==> config.mk <==
export PLATFORM = sky130hd
export DESIGN_NAME = uart_rx
export DESIGN_NICKNAME = d
export VERILOG_FILES = /design/src/rtl/uart_pkg.sv /design/src/rtl/uart_rx_sync_filter.sv /design/src/rtl/uart_rx.sv
export SDC_FILE = /design/constraint.sdc
export NUM_CORES = 1
export LEC_CHECK = 0
export BUFFER_PORTS_ARGS = -buffer_cell sky130_fd_sc_hd__buf_2
export CORE_MARGIN = 3
export CORE_UTILIZATION = 55
export CTS_CLUSTER_SIZE = 8
export DETAILED_ROUTE_END_ITERATION = 6
export GPL_TIMING_DRIVEN = 1
export PLACE_DENSITY = 0.71
export SYNTH_ARGS = -nofsm -noshare
export SYNTH_HDL_FRONTEND = slang
export SYNTH_SLANG_ARGS = --single-unit
==> constraint.sdc <==
create_clock -name clk -period 4.3 [get_ports clk]
set_clock_uncertainty 0.1 [all_clocks]
set_input_delay 0.645 -clock clk [delete_from_list [all_inputs] [get_ports clk]]
set_output_delay 0.645 -clock clk [all_outputs]
set_load 0.005 [all_outputs]
==> src/rtl/uart_pkg.sv <==
// Shared UART definitions: receiver state encoding, default frame geometry,
// and the 2-of-3 vote used by the line filter.
package uart_pkg;

    localparam int UART_OVERSAMPLING = 8;
    localparam int UART_DATA_BITS    = 8;

    typedef enum logic [2:0] {IDLE, START, DATA, STOP, BREAK} rx_state_t;

    function automatic logic majority3(input logic [2:0] v);
        return (v[0] & v[1]) | (v[0] & v[2]) | (v[1] & v[2]);
    endfunction

endpackage

==> src/rtl/uart_rx_sync_filter.sv <==
// Brings the asynchronous rxd line into the clk domain and removes
// single-tick glitches with a 2-of-3 majority vote taken on each tick.
module rx_sync_filter
    import uart_pkg::*;
(
    input  logic clk,
    input  logic reset,
    input  logic tick,
    input  logic rxd,
    output logic rx_f
);

    logic       sync1_q;
    logic       sync2_q;
    logic [2:0] win_q;
    logic [2:0] win_d;
    logic       rx_f_q;
    logic       rx_f_d;

    // The vote includes the sample being shifted in, so two low ticks suffice.
    always_comb begin
        win_d  = {win_q[1:0], sync2_q};
        rx_f_d = majority3(win_d);
    end

    always_ff @(posedge clk or posedge reset) begin
        if (reset) begin
            sync1_q <= 1'b1;
            sync2_q <= 1'b1;
            win_q   <= 3'b111;
            rx_f_q  <= 1'b1;
        end else begin
            sync1_q <= rxd;
            sync2_q <= sync1_q;
            if (tick) begin
                win_q  <= win_d;
                rx_f_q <= rx_f_d;
            end
        end
    end

    assign rx_f = rx_f_q;

endmodule

==> src/rtl/uart_rx.sv <==
// 8N1 UART receiver: oversampled start-bit detection, mid-bit sampling,
// single-cycle data_valid / frame_error strobes and break suppression.
module uart_rx
    import uart_pkg::*;
#(
    parameter int OVERSAMPLING = UART_OVERSAMPLING,
    parameter int DATA_BITS    = UART_DATA_BITS
) (
    input  logic                 clk,
    input  logic                 reset,
    input  logic                 tick,
    input  logic                 rxd,
    output logic [DATA_BITS-1:0] data,
    output logic                 data_valid,
    output logic                 frame_error,
    output logic                 busy
);

    localparam int TCW = $clog2(OVERSAMPLING);
    localparam int BCW = (DATA_BITS > 1) ? $clog2(DATA_BITS) : 1;
    localparam logic [TCW-1:0] T_MID  = TCW'(OVERSAMPLING / 2 - 1);
    localparam logic [TCW-1:0] T_END  = TCW'(OVERSAMPLING - 1);
    localparam logic [BCW-1:0] B_LAST = BCW'(DATA_BITS - 1);

    logic                 rx_f;
    rx_state_t            state_q, state_d;
    logic [TCW-1:0]       tcnt_q, tcnt_d;
    logic [BCW-1:0]       bcnt_q, bcnt_d;
    logic [DATA_BITS-1:0] shreg_q, shreg_d;
    logic [DATA_BITS-1:0] data_q, data_d;
    logic                 dv_q, dv_d;
    logic                 fe_q, fe_d;

    rx_sync_filter u_filt (
        .clk   (clk),
        .reset (reset),
        .tick  (tick),
        .rxd   (rxd),
        .rx_f  (rx_f)
    );

    always_ff @(posedge clk or posedge reset) begin
        if (reset) begin
            state_q <= IDLE;
            tcnt_q  <= '0;
            bcnt_q  <= '0;
            shreg_q <= '0;
            data_q  <= '0;
            dv_q    <= 1'b0;
            fe_q    <= 1'b0;
        end else begin
            state_q <= state_d;
            tcnt_q  <= tcnt_d;
            bcnt_q  <= bcnt_d;
            shreg_q <= shreg_d;
            data_q  <= data_d;
            dv_q    <= dv_d;
            fe_q    <= fe_d;
        end
    end

    // Strobes default low every cycle so they never outlive one clk.
    always_comb begin
        state_d = state_q;
        tcnt_d  = tcnt_q;
        bcnt_d  = bcnt_q;
        shreg_d = shreg_q;
        data_d  = data_q;
        dv_d    = 1'b0;
        fe_d    = 1'b0;
        if (tick) begin
            case (state_q)
                IDLE: begin
                    if (!rx_f) begin
                        state_d = START;
                        tcnt_d  = '0;
                    end
                end
                START: begin
                    if (tcnt_q == T_MID) begin
                        tcnt_d  = '0;
                        bcnt_d  = '0;
                        state_d = rx_f ? IDLE : DATA;
                    end else begin
                        tcnt_d = tcnt_q + TCW'(1);
                    end
                end
                DATA: begin
                    if (tcnt_q == T_END) begin
                        tcnt_d  = '0;
                        shreg_d = {rx_f, shreg_q[DATA_BITS-1:1]};
                        if (bcnt_q == B_LAST) begin
                            state_d = STOP;
                        end else begin
                            bcnt_d = bcnt_q + BCW'(1);
                        end
                    end else begin
                        tcnt_d = tcnt_q + TCW'(1);
                    end
                end
                STOP: begin
                    if (tcnt_q == T_END) begin
                        tcnt_d = '0;
                        if (rx_f) begin
                            data_d  = shreg_q;
                            dv_d    = 1'b1;
                            state_d = IDLE;
                        end else begin
                            fe_d    = 1'b1;
                            state_d = BREAK;
                        end
                    end else begin
                        tcnt_d = tcnt_q + TCW'(1);
                    end
                end
                BREAK: begin
                    if (rx_f) begin
                        state_d = IDLE;
                    end
                end
                default: begin
                    state_d = IDLE;
                end
            endcase
        end
    end

    always_comb begin
        busy        = (state_q != IDLE);
        data        = data_q;
        data_valid  = dv_q;
        frame_error = fe_q;
    end

endmodule

==> flow_metrics.tcl <==
set metrics [dict create \
    rr_startpoint "state_q[1]" \
    drv_slew 0 \
    rows 18 \
    vias 875 \
    reg2reg_to "shreg_q[5]" \
    cp.required_ns 3.56 \
    p_leak_uw 0.0008643 \
    grt_max_degree 33 \
    path_cells "nor2_1, nand2_1, buf_2" \
    hold_path.class "flop to flop" \
    synth_area_leader_cell "dfrtp_1" \
    mappedNetlistArea_mm2 0.001506 \
    cp_slowest_stage_delay_ns 0.55 \
    critPathKind "flop to primary output" \
    final_common_cell "dfrtp_1" \
    antenna_found_initial 0 \
    grt_use_total 0.1660 \
    worstMarginPinSlew_ns 0.4352 \
    p_int_uw 602.3 \
    synth_cells 115 \
    fmax_mhz 462.9 \
    synth.top_cell.area_share 0.4485 \
    final_cell_mix "27 x dfrtp_1, 18 x mux2_2, 14 x buf_2" \
    area_growth_pct 11.71 \
    hold_viol_final 0 \
    syn-num-nets 124 \
    cts_root_buf "clkbuf_4" \
    clk_latency_ns 0.33 \
    r2r_cells 3 \
    timing.slew.headroom 0.7099 \
    hold_path_end "u_filt.sync2_q" \
    finalCritPeriodShare 0.5024 \
    drc 0 \
    grt_pass1_wl_mm 4.091 \
    rsz0062_at_grt "false" \
    drt_iter0_drc 8 \
    start_util 0.5919 \
    fp.dieW_um 58.34 \
    pwr-share-seq 0.477 \
    clockBufferDepth 2 \
    antenna_left 0 \
    diodes 0 \
    die-area_mm2 0.003403 \
    ys_warn_count 0 \
    io_buffers 14 \
    wirelength_mm 2.317 \
    die_h_um 58.34 \
    synth_cell_type_count 34 \
    yosys-top-cells-area "dfrtp_1 45%, mux2_2 13%, dfstp_2 8.7%" \
    endpoint_kind "primary output" \
    pwr-share-clk 0.296 \
    ios 15 \
    ys_ff_latch 32 \
    cts_buffers 5 \
    fin_tns_setup_ns 0 \
    layout-drive-gt1-share 0.3985 \
    cts.clk_slew.worst_paths_ns 0.10 \
    cts_tree "built" \
    r2r_slack_ns 2.34 \
    min_path_cells 0 \
    n_fill_cell 209 \
    pwr-share-comb 0.227 \
    vdd_drop_max_mv 0.3530 \
    yosysSeqAreaShare 0.5357 \
    nNetsFinal 141 \
    period_minus_slack_ns 2.160 \
    status "finished clean" \
    firstDrtPassIters 4 \
    start_kind "flop" \
    cts.sinks 32 \
    holdBufCountCts 0 \
    max_cap_violations 0 \
    coreArea_mm2 0.002545 \
    switching_share 0.3007 \
    critPathArrivalTime_ns 1.42 \
    cts_resized 0 \
    post_cts_buffers 0 \
    hpwl_mm 1.605 \
    globalplace.congestion 0.7813 \
    hold_path_startpoint "u_filt.sync1_q" \
    setup_viol 0 \
    synth.avg_cell_area_um2 13.10 \
    wl_per_cell_um 14.21 \
    htreeDepth 2 \
    vias_per_cell 5.368 \
    pre_cts_slack_ns 2.244 \
    grt-ovfl-total 0 \
    path_max_fanout 11 \
    grt_pass1_vias 891 \
    setup_ws_ns 2.140 \
    pwr_density_cell_mw_per_mm2 511.8 \
    p_sw_uw 259.0 \
    critPathSlowestCell "dfrtp_1" \
]
## cell usage after synthesis
library cell  instances
nor3b_1               1
clkbuf_1              1
nand4_1               1
mux2_1                2
buf_4                 4
nor4bb_4              1
mux2_2               18
nand2_1               8
maj3_1                1
and2b_1               1
a211oi_1              1
nor3b_2               1
a32oi_1               1
o2111ai_2             1
or2_2                 1
xnor2_1               1
a32o_1                1
and3_4                1
nand4_4               1
dfstp_2               5
o22ai_1               1
or3_1                 1
nor2b_1               2
ha_1                  5
and2_1                1
mux2i_1               4
nor2_1                4
dfrtp_1              27
inv_1                 8
a21o_1                1
nand2b_1              2
a31o_2                1
nand3_1               2
a22o_1                4
## kinds of logic (layout without fill, tap and decap cells)
kind of cell,Yosys count,after routing,share of synthesized area
simple gates,28,28,0.1263
flops,32,32,0.5357
mux,24,24,0.1761
compound gates,11,11,0.06562
xor+xnor,1,1,0.005815
buf+inv,13,31,0.04236
fa+ha+maj,6,6,0.04817
## registers in the layout, indices dropped and copies added (netlist names)
| signal | cells |
|---|---|
| bcnt_q | 3 |
| data | 8 |
| data_valid | 1 |
| frame_error | 1 |
| shreg_q | 8 |
| state_q | 3 |
| tcnt_q | 3 |
| u_filt.rx_f | 1 |
| u_filt.sync1_q | 1 |
| u_filt.sync2_q | 1 |
| u_filt.win_q | 2 |
## routing by layer
layer | share of wire | track usage | wire length [um] | vias to the layer above
met5 | 0 | 0 | 0 | -
met4 | 0.027 | 0.1093 | 63 | 0
met3 | 0.033 | 0.04167 | 77 | 8
met2 | 0.46 | 0.2440 | 1072 | 13
met1 | 0.48 | 0.2174 | 1103 | 417
li1 | - | - | - | 437
## power by group through the flow
stage                     clock (uW)  combinational [uW]  sequential [uW]
after global routing             273                 226              423
after CTS                        261                 199              413
after global placement             0                 190              413
after floorplan                    0                 204              376
after detailed placement           0                 197              417
final                            255                 195              411
## worst max-delay path by stage
stage | start | to | slack (ns) | depth (start not counted)
2_1_floorplan | tcnt_q[0] | shreg_q[7] | 2.62 | 5
3_3_place_gp | tick | shreg_q[4] | 2.27 | 4
3_5_place_dp | tick | shreg_q[5] | 2.24 | 4
4_1_cts | state_q[1] | busy | 2.12 | 3
5_1_grt | state_q[1] | busy | 2.01 | 3
6_report | state_q[0] | busy | 2.14 | 3
## critical path, delay by kind of cell, from the launching register on
| family | cells | cell delay, ns |
|---|---|---|
| buf+inv | 1 | 0.13 |
| flops | 1 | 0.55 |
| simple gates | 2 | 0.40 |
## cell type report
type | count | area (um2) | area share
multi-input combinational | 70 | 635.6 | 0.3777
clock inverter | 1 | 30.03 | 0.01784
sequential | 32 | 807.0 | 0.4796
tap | 30 | 37.54 | 0.02230
clock buffer | 7 | 65.06 | 0.03866
inverter | 8 | 30.03 | 0.01784
timing repair buffer | 15 | 77.57 | 0.04610
## per-stage QoR
stage	hold slack [ns]	power (uW)	cells	util	area, um2
after floorplan	0.2452	580.5	115	-	1506
after global placement	0.2478	602.6	155	0.6239	1588
after detailed placement	0.2504	613.7	155	0.6239	1588
after CTS	0.2642	871.9	163	0.6613	1683
after global routing	0.2699	922.1	163	0.6613	1683
final	0.2606	861.4	163	0.6613	1683
No activity file was read; power rests on OpenSTA's default activity.
